<file path="src/rtl/result_accumulator.sv">
// result_accumulator: sums a programmable number of adder results into one saturating frame sum.
module result_accumulator #(
    parameter int DATA_W = 40,
    parameter int CNT_W  = 8
) (
    input  logic              clk,
    input  logic              nrst,
    input  logic              clear,
    input  logic              in_valid,
    output logic              in_ready,
    input  logic [DATA_W-1:0] in_data,
    input  logic [CNT_W-1:0]  len,
    output logic              out_valid,
    input  logic              out_ready,
    output logic [DATA_W-1:0] out_data,
    output logic              out_ovf
);
    typedef enum logic [1:0] {IDLE, ACC, OUT} state_t;
    state_t            state;
    logic [DATA_W-1:0] acc;
    logic              ovf;
    logic [CNT_W:0]    cnt, len_q, len_eff, cnt_nx;
    logic [DATA_W:0]   sum;
    logic              accept;
    assign in_ready  = state != OUT;
    assign out_valid = state == OUT;
    assign out_data  = out_valid ? acc : '0;
    assign out_ovf   = out_valid & ovf;
    assign accept    = in_valid & in_ready;
    // len of zero encodes the longest frame, which needs the extra counter bit
    assign len_eff   = len == '0 ? {1'b1, {CNT_W{1'b0}}} : {1'b0, len};
    assign sum       = {1'b0, acc} + {1'b0, in_data};
    assign cnt_nx    = cnt + (CNT_W+1)'(1);
    always_ff @(posedge clk or negedge nrst) begin
        if (!nrst) begin
            state <= IDLE;
            acc   <= '0;
            cnt   <= '0;
            len_q <= '0;
            ovf   <= 1'b0;
        end else if (clear) begin
            state <= IDLE;
            acc   <= '0;
            cnt   <= '0;
            ovf   <= 1'b0;
        end else begin
            case (state)
                IDLE: if (accept) begin
                    acc   <= in_data;
                    cnt   <= (CNT_W+1)'(1);
                    ovf   <= 1'b0;
                    len_q <= len_eff;
                    state <= len_eff == (CNT_W+1)'(1) ? OUT : ACC;
                end
                ACC: if (accept) begin
                    acc   <= sum[DATA_W] ? '1 : sum[DATA_W-1:0];
                    ovf   <= ovf | sum[DATA_W];
                    cnt   <= cnt_nx;
                    state <= cnt_nx == len_q ? OUT : ACC;
                end
                OUT: if (out_ready) begin
                    state <= IDLE;
                    acc   <= '0;
                    cnt   <= '0;
                    ovf   <= 1'b0;
                end
                default: state <= IDLE;
            endcase
        end
    end
endmodule

</file>
<file path="config.mk">
export PLATFORM = sky130hd
export DESIGN_NAME = result_accumulator
export DESIGN_NICKNAME = d
export VERILOG_FILES = /design/src/rtl/result_accumulator.sv
export SDC_FILE = /design/constraint.sdc
export NUM_CORES = 1
export LEC_CHECK = 0
export CELL_PAD_IN_SITES_DETAIL_PLACEMENT = 0
export CELL_PAD_IN_SITES_GLOBAL_PLACEMENT = 1
export CORE_ASPECT_RATIO = 1.4
export CORE_MARGIN = 1
export CORE_UTILIZATION = 45
export CTS_BUF_LIST = sky130_fd_sc_hd__clkbuf_2 sky130_fd_sc_hd__clkbuf_4 sky130_fd_sc_hd__clkbuf_8
export CTS_CLUSTER_DIAMETER = 200
export DETAILED_ROUTE_END_ITERATION = 16
export PLACE_DENSITY_LB_ADDON = 0.25
export SLEW_MARGIN = 20
export SYNTH_ARGS = -nofsm -noshare
export SYNTH_HDL_FRONTEND = slang
export SYNTH_SLANG_ARGS = --single-unit
</file>
<file path="constraint.sdc">
create_clock -name clk -period 7 [get_ports clk]
set_input_delay 1.4 -clock clk [delete_from_list [all_inputs] [get_ports clk]]
set_output_delay 1.4 -clock clk [all_outputs]
set_load 0.1 [all_outputs]
</file>
==> results of run 1 <==
## final timing paths
check,slack (ns),to,start,cells past startpoint
min in group asynchronous,1.22,cnt[2],nrst,2
worst min-delay path,0.51,cnt[8],cnt[8],1
worst max-delay path,2.53,acc[15],in_data[0],12
worst min register to register,0.51,cnt[8],cnt[8],1
worst max register to register,3.64,acc[15],acc[0],11
max in group asynchronous,5.24,acc[18],nrst,2
## area by class of cell
| type | instances | area [sq um] |
|---|---|---|
| inverters | 14 | 52.55 |
| repair buffers | 103 | 1006 |
| well taps | 150 | 187.7 |
| fillers | 1166 | 5404 |
| clock buffers | 11 | 145.1 |
| multi-input cells | 560 | 3882 |
| clock inverters | 5 | 107.6 |
| flip-flops and latches | 61 | 1526 |
## state kept, by name, indices dropped and copies added (netlist names)
| register | flops |
|---|---|
| acc | 40 |
| cnt | 9 |
| len_q | 9 |
| state | 2 |
| ovf | 1 |
## cell usage in the layout (no fill, tap or decap), drive strengths merged, types with 4 or more instances in the layout
master          n
nand2          52
o211ai          5
nor2           31
or3             7
inv            14
a31oi           5
clkbuf         11
nor2b           7
buf             9
nor3b           4
and3            7
and2           43
a221o          26
nand4          10
o21bai          4
dfrtp          61
o21ai          66
nor3            9
a21oi          83
a211o           4
xnor2          19
clkdlybuf4s50  94
xor2           22
o31ai           7
a22oi          13
a21o           12
mux2            8
a2111oi         4
ha             44
nand3          15
nand2b          4
a211oi          7
## layer usage
metal / routed length (um) / GRT usage [%] / part of all wire, %
met4: 376 / 10.20 / 2.4
met3: 519 / 3.209 / 3.3
met1: 6696 / 29.17 / 42
met2: 8267 / 44.95 / 52
met5: 0 / 0 / 0
## cells by family after synthesis
kind of cell	synth area share, %
AO/OA/AOI/OAI	31.72
AND/OR/NAND/NOR	18.29
flip-flops	26.99
buffers and inverters	4.623
adder cells (fa/ha/maj)	10.09
XOR/XNOR	6.348
multiplexers	1.947
## stage by stage
stage / util [%] / setup WS (ns) / power (mW)
global placement: 54.05 / 2.277 / 1.225
CTS: 56.11 / 2.552 / 1.653
finish: 56.11 / 2.532 / 1.648
global route: 56.11 / 2.314 / 1.765
detailed placement: 54.05 / 2.203 / 1.239
floorplan: - / 3.036 / 1.054
## power groups by stage
stage          Clock [mW]  Combinational [mW]  Sequential (mW)
2_1_floorplan           0               0.596            0.458
3_3_place_gp            0               0.753            0.473
3_5_place_dp            0               0.763            0.476
4_1_cts             0.416               0.768            0.469
5_1_grt             0.430               0.856            0.479
6_report            0.409               0.769            0.470
==> out/qor.txt, run 1 <==
LAYOUT
--------------------------------------------------------------------------------------
Number of antenna diodes                                                             0
Number of nets in the finished design                                              847
Final cell count without fillers                                                   904
Layout cell share with drive strength beyond 1                                  7.294%
Area Overhead vs Synth                                                          22.12%
Non-Filler Cell Area, Final                                                 6908 sq um

RUN
--------------------------------------------------------------------------------------
Max-cap viol count                                                                   0

POWER AND IR DROP
--------------------------------------------------------------------------------------
Combinational cell fraction of total power                                       46.7%
Net switching power figure                                                   0.6531 mW
Pwr Density                                                               238.6 nW/um^2
Worst supply voltage drop on vdd                                             0.1260 mV
Leakage                                                                       2.959 nW
Clock network power share                                                        24.8%
Sequential power share                                                           28.5%
Internal power                                                               0.9953 mW
Share of total power consumed by net switching                                  39.62%

PLACE
--------------------------------------------------------------------------------------
Number of cells after detailed placement                                           888
Count of input and output buffers                                                   95
Routability Congestion                                                          0.8841
Placed wire-length estimate after detailed placement                          11.51 mm
Area of placed instances                                                    6655 sq um

STA
--------------------------------------------------------------------------------------
Layout Skew                                                                 0.01246 ns
Post-route worst hold slack                                                  0.5085 ns
Total of endpoints with negative setup slack in the final report                     0
Final clock period utilization by the worst path                                63.83%
Unrepaired setup endpoints after global routing                                  false
Number of pins with negative max-slew slack in the final report                      0
Pin slew with the least headroom to its limit                                 1.025 ns
Endpoints failing hold                                                               0
Final-layout setup total negative slack                                           0 ns
F_max                                                                       0.2238 GHz
Time the worst path needs with I/O delays and setup                           4.468 ns
Worst rel slew slack                                                            31.57%

SYNTHESIS
--------------------------------------------------------------------------------------
Main synth FF type                                                             dfrtp_1
Synthesized area per cell                                                  8.430 sq um
Share of Yosys cell area claimed by the top area cell type                      26.99%
Synthesized netlist cell count                                                     671
Warnings from Yosys                                                                  0
Cell taking the most area after synthesis                                      dfrtp_1
Number of flops mapped to enable cells by yosys                                      0
Most instantiated library cell after synthesis                                 a21oi_1
Most used standard cells in the synthesized netlist                       77 x a21oi_1, 61 x dfrtp_1, 56 x o21ai_0, 52 x nand2_1, 44 x ha_1
Syn Std Cell Area                                                           5657 sq um
Cell types with the largest area share after synthesis                    dfrtp_1 27%, ha_1 9.7%, a21oi_1 6.8%, o21ai_0 5.0%, and2_1 4.8%
Portion of the post-synthesis area used by sequential elements                  26.99%
Number of distinct library cells after synthesis                                    74
Async set-reset flop share out of synthesis                                     100.0%
FF+latch count, synth                                                               61
Net Count, Synth                                                                   769

WORST SETUP PATH
--------------------------------------------------------------------------------------
Critical Path AT                                                               4.70 ns
Count of buffer and inverter cells on the critical path                              2
Delay of the slowest critical-path stage                                       0.44 ns
Library cell contributing the largest single delay on the critical path   clkdlybuf4s50_1
Endpoint kind of the worst setup timing path                                      flop
Worst-path maximum fanout                                                           28
Worst setup path category                                                    in -> reg
Startpoint type of the worst setup path                                      input pin
Data required, critical path                                                   7.23 ns
CP cell instances                                                         clkdlybuf4s50_1, ha_1, fa_1, a211oi_1, o21ai_0, nand2_1, a21o_1, a21oi_2, o31ai_4, buf_4, a31oi_1, a221o_1
CP delay by family, top                                                   compound AO/OA/AOI/OAI gates

CLOCK NETWORK
--------------------------------------------------------------------------------------
Number of H-tree levels                                                              3
Latest clock arrival within the worst-skew pair                                0.36 ns
Number of buffers created by CTS                                                     9
Post-CTS setup buffers                                                               0
Hold Buf Count CTS                                                                   0
Clock net sink count                                                                61
Clock tree from TritonCTS                                                        built
Clock tree root buffer cell                                                   clkbuf_8
CTS-repair resized insts                                                             0
Maximum root-to-sink buffer count                                                    2
Clock slew at the register clock pins of the worst setup and hold paths        0.08 ns

ROUTING
--------------------------------------------------------------------------------------
Vias                                                                              5484
Avg WL per Cell                                                               17.54 um
DR DRC count                                                                         0
Vias per inst                                                                    6.066
Detailed router's first-iteration violation count                                  223
WL final                                                                      15.86 mm
Routed Antenna Nets                                                                  0
Number of iterations in the first detailed-routing pass                              4

MIN PATH
--------------------------------------------------------------------------------------
Worst hold path class                                                       reg -> reg

FLOORPLAN
--------------------------------------------------------------------------------------
Starting utilization of the core area                                           45.95%
Chip Width                                                                    96.76 um
Die Ht                                                                        134.7 um
Area of the die                                                            13030 sq um
Site row count                                                                      48
Area of the placeable core                                                 12310 sq um
I/O pin total                                                                       96

GLOBAL ROUTING
--------------------------------------------------------------------------------------
GRT Resource Usage Total                                                        24.70%
Initial antenna violation count                                                      0
Remaining global-route overflow                                                      0
Vias in the first global route                                                    5508
First-pass GRT wire length                                                    26.41 mm
Maximum number of pins on one net before global-route repair                        62

OUTCOME
--------------------------------------------------------------------------------------
Result of the run                                                         complete, no violations

(Power assumes the default switching activity.)
==> run 2, diff against run 1 <==
--- a/config.mk
+++ b/config.mk
@@ -9,7 +9,7 @@
 export CELL_PAD_IN_SITES_GLOBAL_PLACEMENT = 1
 export CORE_ASPECT_RATIO = 1.4
 export CORE_MARGIN = 1
-export CORE_UTILIZATION = 45
+export CORE_UTILIZATION = 42
 export CTS_BUF_LIST = sky130_fd_sc_hd__clkbuf_2 sky130_fd_sc_hd__clkbuf_4 sky130_fd_sc_hd__clkbuf_8
 export CTS_CLUSTER_DIAMETER = 200
 export DETAILED_ROUTE_END_ITERATION = 16
==> constraint.sdc (replaced) <==
create_clock -name clk -period 4.25 [get_ports clk]
set_input_delay 0.85 -clock clk [delete_from_list [all_inputs] [get_ports clk]]
set_output_delay 0.85 -clock clk [all_outputs]
set_load 0.1 [all_outputs]
==> run 2 against run 1 <==
  * Die area rose by 7.0%
  * Sequential cell count stayed put
  * Worst setup slack lost 1.9 ns
  * Global-route usage is 0.37 points lower
  * Critical path type unchanged
  * Critical endpoint is now acc[9]
  * Largest power group unchanged
==> out/qor.txt, run 2 (synthesis results as in run 1) <==
ROUTING
--------------------------------------------------------------------------------------
Vias per inst                                                                    5.858   -3.4%
WL final                                                                      16.62 mm   +4.8%
Routed Antenna Nets                                                                  0   unchanged
Number of iterations in the first detailed-routing pass                              5   +1
Avg WL per Cell                                                               17.78 um   +1.3%
Vias                                                                              5477   -0.13%
Detailed router's first-iteration violation count                                  259   +16%
DR DRC count                                                                         0   unchanged

POWER AND IR DROP
--------------------------------------------------------------------------------------
Overall Power                                                                 2.698 mW   +64%
Leakage                                                                       3.054 nW   +3.2%
Pwr Density                                                               394.0 nW/um^2   +65%
Worst supply voltage drop on vdd                                             0.1505 mV   +19%

MIN PATH
--------------------------------------------------------------------------------------
Worst hold path class                                                      in -> async

LAYOUT
--------------------------------------------------------------------------------------
Biggest registers after layout                                            acc (40), cnt (9), len_q (9)
Commonest cells after routing, fill and taps aside                        77 x a21oi_1, 61 x dfrtp_1, 56 x o21ai_0
Number of filler cells placed in the layout                                       1300   +11%
Most common cell after layout, fill and taps aside                             a21oi_1
Number of antenna diodes                                                             0   unchanged
Final cell count without fillers                                                   935   +3.4%
Layout cell share with drive strength beyond 1                                  13.34%   +6.0 points
FF+latch area                                                               1526 sq um   unchanged
Number of nets in the finished design                                              850   +0.35%
Area Overhead vs Synth                                                          21.06%
Max reg flops                                                                       40   unchanged
Most flops, register                                                               acc
Multi-input logic area                                                      3882 sq um   unchanged

STA
--------------------------------------------------------------------------------------
F_max                                                                       0.2732 GHz
Worst rel slew slack                                                            49.40%   +18 points
Pin slew with the least headroom to its limit                                0.7398 ns   -0.2854 ns
Total of endpoints with negative setup slack in the final report                     0   unchanged
Time the worst path needs with I/O delays and setup                           3.661 ns
Final-layout setup total negative slack                                           0 ns   unchanged
Unrepaired setup endpoints after global routing                                  false
Number of pins with negative max-slew slack in the final report                      0   unchanged
Final clock period utilization by the worst path                                86.14%
Endpoints failing hold                                                               0   unchanged
Minimum setup slack in the final design                                      0.5890 ns   -1.943 ns
Post-route worst hold slack                                                  0.4795 ns   -0.02903 ns
Layout Skew                                                                 0.01461 ns   +0.002147 ns

OUTCOME
--------------------------------------------------------------------------------------
Result of the run                                                         complete, no violations

WORST SETUP PATH
--------------------------------------------------------------------------------------
CP cell instances                                                         clkdlybuf4s50_1, ha_1, fa_1, a211oi_1, o21ai_0, nand2_1, a21o_1, a21oi_2, o31a_2, o21a_1, a221o_1
Worst-path maximum fanout                                                           12   -57%
Endpoint kind of the worst setup timing path                                      flop
Startpoint type of the worst setup path                                      input pin
CP delay by family, top                                                   compound AO/OA/AOI/OAI gates
Critical Path AT                                                               3.90 ns   -0.80 ns
Crit Reg-Reg Startpoint                                                         acc[0]
Worst setup path category                                                    in -> reg
Data required, critical path                                                   4.49 ns   -2.74 ns
Delay of the slowest critical-path stage                                       0.44 ns   about the same
Count of buffer and inverter cells on the critical path                              1   -1
Startpoint of the worst setup timing path                                   in_data[0]
Library cell contributing the largest single delay on the critical path           fa_1

GLOBAL ROUTING
--------------------------------------------------------------------------------------
Remaining global-route overflow                                                      0   unchanged
Initial antenna violation count                                                      0   unchanged
Maximum number of pins on one net before global-route repair                        44   -29%
Vias in the first global route                                                    5486   -0.40%
GRT Resource Usage Total                                                        24.33%   -0.37 points
First-pass GRT wire length                                                    27.25 mm   +3.2%

RUN
--------------------------------------------------------------------------------------
Max-cap viol count                                                                   0   unchanged

PLACE
--------------------------------------------------------------------------------------
Placed wire-length estimate after detailed placement                          12.24 mm   +6.3%
Number of cells after detailed placement                                           919   +3.5%
Routability Congestion                                                          0.8674   -1.9%
Count of input and output buffers                                                   95   unchanged
Placement Setup Slack                                                        0.2606 ns   -1.942 ns

FLOORPLAN
--------------------------------------------------------------------------------------
Chip Width                                                                    100.1 um   +3.4%
Starting utilization of the core area                                           43.52%   -2.4 points
Area of the die                                                            13940 sq um   +7.0%
Site row count                                                                      49   +2.1%
Die Ht                                                                        139.3 um   +3.5%
I/O pin total                                                                       96   unchanged
Area of the placeable core                                                 13000 sq um   +5.6%

CLOCK NETWORK
--------------------------------------------------------------------------------------
Post-CTS setup buffers                                                               0   unchanged
Maximum root-to-sink buffer count                                                    2   unchanged
Latest clock arrival within the worst-skew pair                                0.36 ns   about the same
Number of buffers created by CTS                                                     9   unchanged
CTS-repair resized insts                                                             0   unchanged
Clock net sink count                                                                61   unchanged
Hold Buf Count CTS                                                                   0   unchanged
Clock tree root buffer cell                                                   clkbuf_8
Number of H-tree levels                                                              3   unchanged
Clock tree from TritonCTS                                                        built
Clock slew at the register clock pins of the worst setup and hold paths        0.09 ns   about the same

## run 2: cell types whose count changed in the layout (fill, tap and decap cells not counted), sizes merged
cell,before,now
buf,9,55
clkdlybuf4s50,94,51
inv,14,18
clkbuf,11,9
bufinv,3,2
clkinv,2,1
## run 2: metrics by stage
step                      utilization (%)  cell area (sq um)
after CTS                           52.67               6845
final                               52.69               6848
after floorplan                         -               5657
after global routing                52.69               6848
after global placement              50.91               6618
after detailed placement            50.91               6618
## run 2: path summary, 6_finish.rpt
check | to | slack (ns) | cells past startpoint
worst max-delay path | acc[9] | 0.59 | 11
worst min-delay path | len_q[2] | 0.48 | 1
worst max register to register | acc[9] | 1.11 | 10
worst min register to register | cnt[8] | 0.51 | 1
max in group asynchronous | acc[23] | 3.03 | 2
min in group clk | cnt[8] | 0.51 | 1
## run 2: worst register-to-register path: cells and delay by family, from the launching register on
family	cells	cell delay, ns
AOI/OAI and AO/OA	7	1.79
adders and majority gates	2	0.67
DFF	1	0.41
and+or+nand+nor	1	0.16
## run 2: area by class of cell
type	instances	area share, %
tap	178	3.252
clock inverter	7	1.517
timing repair buffer	106	13.67
sequential	61	22.29
clock buffer	9	1.809
multi-input combinational	560	56.70
inverter	14	0.7674
## run 2: per-layer routing
layer / vias to the layer above / global-route usage [%] / share of wire (%)
li1: 2694 / - / -
met1: 2634 / 29.56 / 43
met2: 129 / 43.48 / 51
met3: 20 / 3.315 / 3.2
met4: 0 / 8.391 / 1.8
met5: - / 0 / 0
## run 2: where the power goes
group	internal [mW]	leakage, nW	total [mW]	switching, mW
Combinational	0.548	2.13	1.29	0.743
Sequential	0.683	0.805	0.774	0.0908
Clock	0.340	0.115	0.633	0.294
Total	1.57	3.05	2.70	1.13
==> run 3, diff against run 2 <==
==> constraint.sdc (replaced) <==
create_clock -name clk -period 3.8 [get_ports clk]
set_input_delay 0.76 -clock clk [delete_from_list [all_inputs] [get_ports clk]]
set_output_delay 0.76 -clock clk [all_outputs]
set_load 0.1 [all_outputs]
==> run 3 against run 2 <==
  * Sequential power up 12%
  * Design area up 2.9%
  * Total power up 14%
  * Hold slack worse by 0.083 ns
  * Combinational power up 16%
  * Count of clock-buffer cells in the layout unchanged
  * Register-to-register slack worse by 0.28 ns
  * Clock power up 11%
  * Final cell count up 2.7%
  * Via count up 2.5%
  * Largest power group unchanged
==> out/qor.txt, run 3 (synthesis results as in run 1) <==
GLOBAL ROUTING
--------------------------------------------------------------------------------------
Remaining global-route overflow                                                      0   unchanged
GRT Resource Usage Total                                                        24.50%   +0.18 points
Maximum number of pins on one net before global-route repair                        47   +6.8%
First-pass GRT wire length                                                    27.61 mm   +1.3%
Initial antenna violation count                                                      0   unchanged
Vias in the first global route                                                    5701   +3.9%

CLOCK NETWORK
--------------------------------------------------------------------------------------
Hold Buf Count CTS                                                                   0   unchanged
Clock tree root buffer cell                                                   clkbuf_8
Clock tree from TritonCTS                                                        built
Number of H-tree levels                                                              3   unchanged
Clock net sink count                                                                61   unchanged
Post-CTS setup buffers                                                               0   unchanged
CTS-repair resized insts                                                             0   unchanged
Clock slew at the register clock pins of the worst setup and hold paths        0.09 ns   about the same
Maximum root-to-sink buffer count                                                    2   unchanged
Latest clock arrival within the worst-skew pair                                0.36 ns   about the same
Number of buffers created by CTS                                                     9   unchanged

ROUTING
--------------------------------------------------------------------------------------
WL final                                                                      16.41 mm   -1.3%
DR DRC count                                                                         0   unchanged
Vias                                                                              5616   +2.5%
Routed Antenna Nets                                                                  0   unchanged
Detailed router's first-iteration violation count                                  233   -10%
Number of iterations in the first detailed-routing pass                              4   -1
Avg WL per Cell                                                               17.09 um   -3.8%
Vias per inst                                                                    5.850   -0.13%

WORST SETUP PATH
--------------------------------------------------------------------------------------
Library cell contributing the largest single delay on the critical path   clkdlybuf4s50_1
Delay of the slowest critical-path stage                                       0.49 ns   +0.05 ns
Startpoint of the worst setup timing path                                   in_data[0]
Reg-to-reg slack, setup                                                        0.83 ns   -0.28 ns
Count of buffer and inverter cells on the critical path                              2   +1
Most frequent cell on the critical path                                        o21ai_0
Data required, critical path                                                   4.08 ns   -0.41 ns
Startpoint type of the worst setup path                                      input pin
Worst-path maximum fanout                                                            3   -9
Endpoint kind of the worst setup timing path                                      flop
CP cell instances                                                         clkdlybuf4s50_1, ha_1, fa_1, a211oi_1, o21ai_0, nand2_1, buf_4, a2111o_1, a2111oi_2, o21ai_0, xnor2_1, a21oi_1
Worst flop-to-flop path endpoint                                               acc[11]
FF-to-FF path depth                                                                 11   +1
Critical Path AT                                                               3.72 ns   -0.18 ns
Crit Reg-Reg Startpoint                                                         acc[0]
Worst setup path category                                                    in -> reg
CP delay by family, top                                                   compound AO/OA/AOI/OAI gates

RUN
--------------------------------------------------------------------------------------
Max-cap viol count                                                                   0   unchanged

STA
--------------------------------------------------------------------------------------
Layout Skew                                                                 0.01581 ns   +0.001202 ns
Worst rel slew slack                                                            36.51%   -13 points
Endpoints failing hold                                                               0   unchanged
F_max                                                                       0.2907 GHz
Time the worst path needs with I/O delays and setup                           3.439 ns
Final clock period utilization by the worst path                                90.51%
Final-layout setup total negative slack                                           0 ns   unchanged
Total of endpoints with negative setup slack in the final report                     0   unchanged
Pin slew with the least headroom to its limit                                0.9283 ns   +0.1885 ns
Unrepaired setup endpoints after global routing                                  false
Number of pins with negative max-slew slack in the final report                      0   unchanged

POWER AND IR DROP
--------------------------------------------------------------------------------------
Share of total power consumed by net switching                                  40.94%   -0.82 points
Overall Power                                                                 3.065 mW   +14%
Clock network power share                                                        22.9%   -0.6 points
Net switching power figure                                                    1.255 mW   +11%
Worst supply voltage drop on vdd                                             0.1786 mV   +19%
Leakage                                                                       3.181 nW   +4.1%
Combinational cell fraction of total power                                       48.9%   +1.1 points
Pwr Density                                                               434.9 nW/um^2   +10%
Internal power                                                                1.810 mW   +15%
Sequential power share                                                           28.2%   -0.5 points

LAYOUT
--------------------------------------------------------------------------------------
Max reg flops                                                                       40   unchanged
Biggest registers after layout                                            acc (40), cnt (9), len_q (9)
Most flops, register                                                               acc
FF+latch area                                                               1526 sq um   unchanged
Multi-input logic area                                                      3882 sq um   unchanged
Area Overhead vs Synth                                                          24.60%
Number of antenna diodes                                                             0   unchanged
Layout cell share with drive strength beyond 1                                  16.11%   +2.8 points
Final cell count without fillers                                                   960   +2.7%
Number of nets in the finished design                                              875   +2.9%
Number of filler cells placed in the layout                                       1290   -0.77%
End-of-flow core utilization                                                    54.23%   +1.5 points
Commonest cells after routing, fill and taps aside                        78 x buf_4, 77 x a21oi_1, 61 x dfrtp_1
Most common cell after layout, fill and taps aside                               buf_4

FLOORPLAN
--------------------------------------------------------------------------------------
Chip Width                                                                    100.1 um   unchanged
Area of the placeable core                                                 13000 sq um   unchanged
Starting utilization of the core area                                           43.52%   unchanged
Site row count                                                                      49   unchanged
Die Ht                                                                        139.3 um   unchanged
I/O pin total                                                                       96   unchanged
Area of the die                                                            13940 sq um   unchanged

PLACE
--------------------------------------------------------------------------------------
Placed wire-length estimate after detailed placement                          12.20 mm   -0.27%
Count of input and output buffers                                                   95   unchanged
Routability Congestion                                                          0.8939   +3.1%
Number of cells after detailed placement                                           944   +2.7%

MIN PATH
--------------------------------------------------------------------------------------
Worst hold path class                                                      in -> async

OUTCOME
--------------------------------------------------------------------------------------
Result of the run                                                         complete, no violations

run 3: cell types whose count changed in the layout (fill, tap and decap cells not counted), sizes merged:
cell  delta
buf     +25
run 3: how the worst max path moves through the flow:
stage              end  slack (ns)  cells after the start
3_5_place_dp    acc[6]      -0.002                     12
6_report       acc[34]        0.36                     12
3_3_place_gp   acc[32]       0.001                     10
2_1_floorplan   cnt[3]        0.19                     12
5_1_grt        acc[34]        0.11                     12
4_1_cts        acc[34]        0.36                     12
run 3: power by group through the flow:
stage               combinational, mW  sequential [mW]  clock (mW)
floorplan                        1.10            0.844           0
global route                     1.66            0.882       0.749
global placement                 1.47            0.874           0
finish                           1.50            0.865       0.702
detailed placement               1.49            0.879           0
CTS                              1.50            0.866       0.719
run 3: layout make-up:
| class | instances | area share (%) |
|---|---|---|
| multi-input cells | 560 | 55.09 |
| clock buffers | 9 | 1.758 |
| repair buffers | 131 | 16.12 |
| well taps | 178 | 3.160 |
| clock inverters | 7 | 1.473 |
| inverters | 14 | 0.7456 |
| flip-flops and latches | 61 | 21.66 |
run 3: layer usage:
metal / wire length (um) / vias to the layer above / global-route usage, %
met4: 372 / 0 / 8.543
met3: 668 / 33 / 2.913
met5: 0 / - / 0
li1: - / 2744 / -
met2: 8427 / 134 / 44.03
met1: 6940 / 2705 / 29.82
run 3: stage by stage:
step / area (sq um) / worst slack (ns) / hold slack, ns
after floorplan: 5657 / 0.1883 / 0.4644
after global placement: 6818 / 0.001011 / 0.4908
after detailed placement: 6818 / -0.002174 / 0.5020
after CTS: 7046 / 0.3650 / 0.5123
after global routing: 7048 / 0.1136 / 0.4458
final: 7048 / 0.3606 / 0.3962
